--- src/rtl/regfile_wb_arbiter.sv ---
// regfile_wb_arbiter: round-robin arbiter sharing the regfile write port
// (WE3/AD3/WD3) between NUM_REQ writeback requesters over valid/ready.
// The winning write is registered and driven to the regfile one cycle
// after acceptance.
// Optional feature macro: WB_ARB_ZERO_GUARD_EN -- writes to address 0 are
// accepted but suppressed at the regfile so x0 stays constant.
module regfile_wb_arbiter #(
  parameter int ADDRESS_WIDTH = 5,
  parameter int DATA_WIDTH    = 32,
  parameter int NUM_REQ       = 2,
  localparam int ID_W         = (NUM_REQ > 1) ? $clog2(NUM_REQ) : 1
) (
  input  logic                              clk,
  input  logic                              rst_n,
  input  logic [NUM_REQ-1:0]                req_valid,
  input  logic [NUM_REQ*ADDRESS_WIDTH-1:0]  req_addr,
  input  logic [NUM_REQ*DATA_WIDTH-1:0]     req_data,
  output logic [NUM_REQ-1:0]                req_ready,
  input  logic                              wb_stall,
  output logic                              we3,
  output logic [ADDRESS_WIDTH-1:0]          ad3,
  output logic [DATA_WIDTH-1:0]             wd3,
  output logic [ID_W-1:0]                   grant_id,
  output logic                              conflict
);

  logic [ID_W-1:0]          r_rr_ptr;
  logic                     r_we3;
  logic [ADDRESS_WIDTH-1:0] r_ad3;
  logic [DATA_WIDTH-1:0]    r_wd3;
  logic [ID_W-1:0]          r_grant_id;
  logic                     r_conflict;

  logic                     w_found;
  logic [ID_W-1:0]          w_win;
  logic                     w_accept;
  logic [ADDRESS_WIDTH-1:0] w_win_addr;
  logic [DATA_WIDTH-1:0]    w_win_data;
  logic [ID_W-1:0]          w_rr_next;
  logic                     w_we_next;
  logic                     w_multi;

  // Round-robin search: first valid index at or after rr_ptr, wrapping.
  always_comb begin
    int idx;
    w_found = 1'b0;
    w_win   = '0;
    idx     = 0;
    for (int k = 0; k < NUM_REQ; k++) begin
      idx = int'(r_rr_ptr) + k;
      if (idx >= NUM_REQ) idx = idx - NUM_REQ;
      if (!w_found && req_valid[idx]) begin
        w_found = 1'b1;
        w_win   = ID_W'(idx);
      end
    end
  end

  // Grant is suppressed by stall and held off entirely while in reset.
  assign w_accept   = w_found & ~wb_stall & rst_n;
  assign req_ready  = w_accept ? (NUM_REQ'(1) << w_win) : '0;
  assign w_win_addr = req_addr[w_win*ADDRESS_WIDTH +: ADDRESS_WIDTH];
  assign w_win_data = req_data[w_win*DATA_WIDTH +: DATA_WIDTH];
  assign w_rr_next  = (w_win == ID_W'(NUM_REQ-1)) ? '0 : w_win + ID_W'(1);
  assign w_multi    = ($countones(req_valid) >= 2);

`ifdef WB_ARB_ZERO_GUARD_EN
  // x0 is hardwired: the handshake completes but the write is dropped.
  assign w_we_next = (w_win_addr != '0);
`else
  assign w_we_next = 1'b1;
`endif

  // Output stage and pointer: load on acceptance, else only clear we3.
  always_ff @(posedge clk or negedge rst_n) begin
    if (!rst_n) begin
      r_rr_ptr   <= '0;
      r_we3      <= 1'b0;
      r_ad3      <= '0;
      r_wd3      <= '0;
      r_grant_id <= '0;
      r_conflict <= 1'b0;
    end else begin
      r_conflict <= w_accept & w_multi;
      if (w_accept) begin
        r_we3      <= w_we_next;
        r_ad3      <= w_win_addr;
        r_wd3      <= w_win_data;
        r_grant_id <= w_win;
        r_rr_ptr   <= w_rr_next;
      end else begin
        r_we3      <= 1'b0;
      end
    end
  end

  assign we3      = r_we3;
  assign ad3      = r_ad3;
  assign wd3      = r_wd3;
  assign grant_id = r_grant_id;
  assign conflict = r_conflict;

endmodule

--- config.mk ---
export PLATFORM = sky130hd
export DESIGN_NAME = regfile_wb_arbiter
export DESIGN_NICKNAME = d
export VERILOG_FILES = /design/src/rtl/regfile_wb_arbiter.sv
export SDC_FILE = /design/constraint.sdc
export NUM_CORES = 1
export LEC_CHECK = 0
export CAP_MARGIN = 20
export CORE_UTILIZATION = 25
export CTS_CLUSTER_SIZE = 12
export DETAILED_ROUTE_END_ITERATION = 8
export MAX_ROUTING_LAYER = met4
export PLACE_DENSITY = 0.61
export SLEW_MARGIN = 40
export SYNTH_ARGS = -nofsm -noshare
export SYNTH_HDL_FRONTEND = slang
export SYNTH_SLANG_ARGS = --single-unit
--- constraint.sdc ---
create_clock -name clk -period 1.5 [get_ports clk]
set_input_delay 0.225 -clock clk [delete_from_list [all_inputs] [get_ports clk]]
set_output_delay 0.225 -clock clk [all_outputs]
set_load 0.03 [all_outputs]
==> run_summary.xml <==
<?xml version="1.0" encoding="UTF-8"?>
<metrics>
  <group name="status">
    <metric name="outcome" unit="">completed</metric>
  </group>
  <group name="placed_design">
    <metric name="dp.final_hpwl" unit="mm">4.38</metric>
    <metric name="place.gp.congestion" unit="">0.707</metric>
    <metric name="portBuffers" unit="">120</metric>
  </group>
  <group name="synthesis">
    <metric name="yosys.cell_count.top_type" unit="">dfrtp_1</metric>
    <metric name="async_flop_share" unit="%">100</metric>
    <metric name="syn_avg_cell_area" unit="um^2">13.6</metric>
    <metric name="synth.net_count" unit="">224</metric>
    <metric name="synth-edff-count" unit="">0</metric>
    <metric name="ys_top_cells_by_area" unit="">dfrtp_1, a221o_1, and4b_1</metric>
    <metric name="syn_inst" unit="">145</metric>
    <metric name="synthTopCellsByCount" unit="">dfrtp_1, a221o_1, and4b_1</metric>
    <metric name="synth_top_area_cell" unit="">dfrtp_1</metric>
    <metric name="netlist.area_leader.share" unit="%">52.2</metric>
    <metric name="ys_warn_count" unit="">0</metric>
    <metric name="ys_ff_latch" unit="">41</metric>
    <metric name="synth-seq-area-share" unit="%">52.2</metric>
    <metric name="synth_cell_types" unit="">15</metric>
    <metric name="netlist_area" unit="mm^2">0.00197</metric>
    <metric name="yosys_most_used_dff" unit="">dfrtp_1</metric>
  </group>
  <group name="timing">
    <metric name="finalCriticalPeriod" unit="ns">1.48</metric>
    <metric name="rsz0062_at_grt" unit="">true</metric>
    <metric name="finalSetupViolCount" unit="">0</metric>
    <metric name="worst_hold_slack" unit="ns">0.0285</metric>
    <metric name="timing_worst_slew_pin_value" unit="ns">0.513</metric>
    <metric name="report.final.slew_viol_count" unit="">0</metric>
    <metric name="final.period_utilization" unit="%">98.4</metric>
    <metric name="finalClockSkew" unit="ns">0.00311</metric>
    <metric name="max_freq" unit="MHz">677</metric>
    <metric name="finalHoldViolCount" unit="">0</metric>
    <metric name="max-slew-margin-rel" unit="%">65.8</metric>
  </group>
  <group name="clocking">
    <metric name="cts_max_path_buffers" unit="">2</metric>
    <metric name="clock_slew_at_reported_path_ffs" unit="ns">0.08</metric>
    <metric name="h_tree_depth" unit="">2</metric>
    <metric name="clk_latency" unit="ns">0.29</metric>
    <metric name="cts_buffers" unit="">5</metric>
    <metric name="clk_root_buffer_cell" unit="">clkbuf_8</metric>
    <metric name="cts.sink_count" unit="">41</metric>
    <metric name="tritoncts" unit="">built</metric>
  </group>
  <group name="power">
    <metric name="power.density_cell_area" unit="mW/mm^2">1000</metric>
    <metric name="worst_ir_drop_vdd" unit="mV">0.379</metric>
    <metric name="p_leak" unit="nW">1.65</metric>
  </group>
  <group name="floorplanning">
    <metric name="die_area" unit="mm^2">0.00822</metric>
    <metric name="initial_cell_density_of_the_core" unit="%">26.5</metric>
    <metric name="row_count" unit="">31</metric>
    <metric name="die_h" unit="um">90.7</metric>
    <metric name="io_pins" unit="">121</metric>
    <metric name="die_width" unit="um">90.7</metric>
    <metric name="core_area" unit="mm^2">0.00741</metric>
  </group>
  <group name="detailed_routing">
    <metric name="count_of_routing_violations_after_the_opening_detailed_route_iteration" unit="">66</metric>
    <metric name="wl_per_cell" unit="um">15.9</metric>
    <metric name="final_antenna_net_count" unit="">0</metric>
    <metric name="vias" unit="">1804</metric>
    <metric name="drc" unit="">0</metric>
    <metric name="viasPerCell" unit="">4.85</metric>
    <metric name="firstDrtPassIters" unit="">4</metric>
    <metric name="drt_wl_total" unit="mm">5.90</metric>
  </group>
  <group name="setup_path">
    <metric name="regToRegSetupSlack" unit="ns">0.13</metric>
    <metric name="crit_path_max_fanout" unit="">3</metric>
    <metric name="crit_path_start_kind" unit="">flop</metric>
    <metric name="critPathCaptureType" unit="">output pin</metric>
    <metric name="worstRegToRegCells" unit="">4</metric>
    <metric name="cp_class" unit="">reg -&gt; out</metric>
    <metric name="crit_arrival" unit="ns">1.25</metric>
    <metric name="r2r_startpoint" unit="">r_rr_ptr</metric>
    <metric name="critical_path_required" unit="ns">1.27</metric>
    <metric name="critical_r2r_capture" unit="">wd3[17]</metric>
  </group>
  <group name="layout">
    <metric name="layout.core_utilization" unit="%">46.2</metric>
    <metric name="layout-drive-gt1-share" unit="%">12.8</metric>
    <metric name="num_antenna_cells" unit="">0</metric>
    <metric name="nFillCells" unit="">709</metric>
    <metric name="area_growth_syn_to_layout" unit="%">74.3</metric>
    <metric name="design.final.nets" unit="">352</metric>
  </group>
  <group name="job">
    <metric name="max_cap_viol_count" unit="">0</metric>
  </group>
  <group name="global_route">
    <metric name="globalRoute.totalOverflow" unit="">0</metric>
    <metric name="grt_antenna_before_repair" unit="">0</metric>
    <metric name="grt_start_max_net_pins" unit="">42</metric>
    <metric name="grt_usage" unit="%">15.0</metric>
    <metric name="grt_first_pass_wirelength" unit="mm">9.47</metric>
    <metric name="first_global_vias" unit="">1896</metric>
  </group>
  <group name="min_path">
    <metric name="min_path_type" unit="">in -&gt; async</metric>
  </group>
</metrics>
flip-flops by register name (all words and copies together) (netlist names):
register / flops
r_rr_ptr: 1
conflict: 1
wd3: 32
grant_id: 1
ad3: 5
we3: 1
layer usage:
layer  wire (um)  track usage, %  vias up
met4          44            3.63        0
li1            -               -      868
met2        2820            24.6       75
met5           0               -        -
met3         354            3.20        5
met1        2680            18.8      856
through the flow:
stage / instance area, um^2 / total power, mW / std cells / TNS (ns) / worst slack, ns
2_1_floorplan: 1970 / 2.14 / 145 / 0 / 0.108
3_5_place_dp: 3350 / 2.88 / 361 / -8.07 / -0.222
3_3_place_gp: 3350 / 2.88 / 361 / -6.43 / -0.183
5_1_grt: 3430 / 3.62 / 372 / -0.0216 / -0.0216
6_report: 3430 / 3.44 / 372 / 0 / 0.0240
4_1_cts: 3410 / 3.49 / 371 / 0 / 0.00402
final cells by class:
class | instances | area [um^2] | share of cell area (%)
Multi-Input combinational cell | 83 | 828 | 24.2
Clock buffer | 7 | 86.3 | 2.52
Inverter | 1 | 3.75 | 0.110
Timing Repair Buffer | 141 | 1360 | 39.6
Sequential cell | 41 | 1030 | 29.9
Tap cell | 99 | 124 | 3.62
report_power, final:
group,leakage (nW),switching [mW],internal (mW)
Clock,0.0443,0.361,0.365
Sequential,0.512,0.111,1.30
Combinational,1.09,0.683,0.619
cells by family after synthesis:
logic type	share of synthesized area [%]
buffers and inverters	6.36
AOI/OAI and AO/OA	19.9
and+or+nand+nor	21.6
DFF	52.2
critical path, cell delays in order (launching register included):
cell     delay [ns]
dfrtp_1        0.40
and2_4         0.18
and3b_2        0.25
buf_6          0.13
repair_timing:
action	4_1_cts	5_1_grt
setup buffers	3	1
endpoints found under the setup margin	42	2
hold buffers	0	0
gates resized for setup	46	1
pin swaps	0	1
layout by cell type (no fill, tap or decap), drive strengths merged:
master | Yosys | final
dfrtp | 41 | 41
a21o | 2 | 2
and3b | 1 | 1
dlygate4sd2 | 0 | 42
and3 | 2 | 2
buf | 12 | 24
clkbuf | 8 | 7
clkdlybuf4s50 | 0 | 75
and2 | 1 | 1
o21ai | 1 | 1
and4b | 37 | 37
a221o | 37 | 37
nor2b | 1 | 1
inv | 1 | 1
nand2b | 1 | 1
how the worst max path moves through the flow:
| stage | startpoint | endpoint | slack [ns] | cells after the start |
|---|---|---|---|---|
| 2_1_floorplan | r_rr_ptr | req_ready[0] | 0.11 | 4 |
| 3_3_place_gp | req_valid[0] | ad3[4] | -0.18 | 5 |
| 3_5_place_dp | req_valid[0] | wd3[23] | -0.22 | 5 |
| 4_1_cts | req_valid[1] | req_ready[0] | 0.004 | 4 |
| 5_1_grt | r_rr_ptr | req_ready[0] | -0.02 | 3 |
| 6_report | r_rr_ptr | req_ready[0] | 0.02 | 3 |
(Power assumes the default switching activity.)
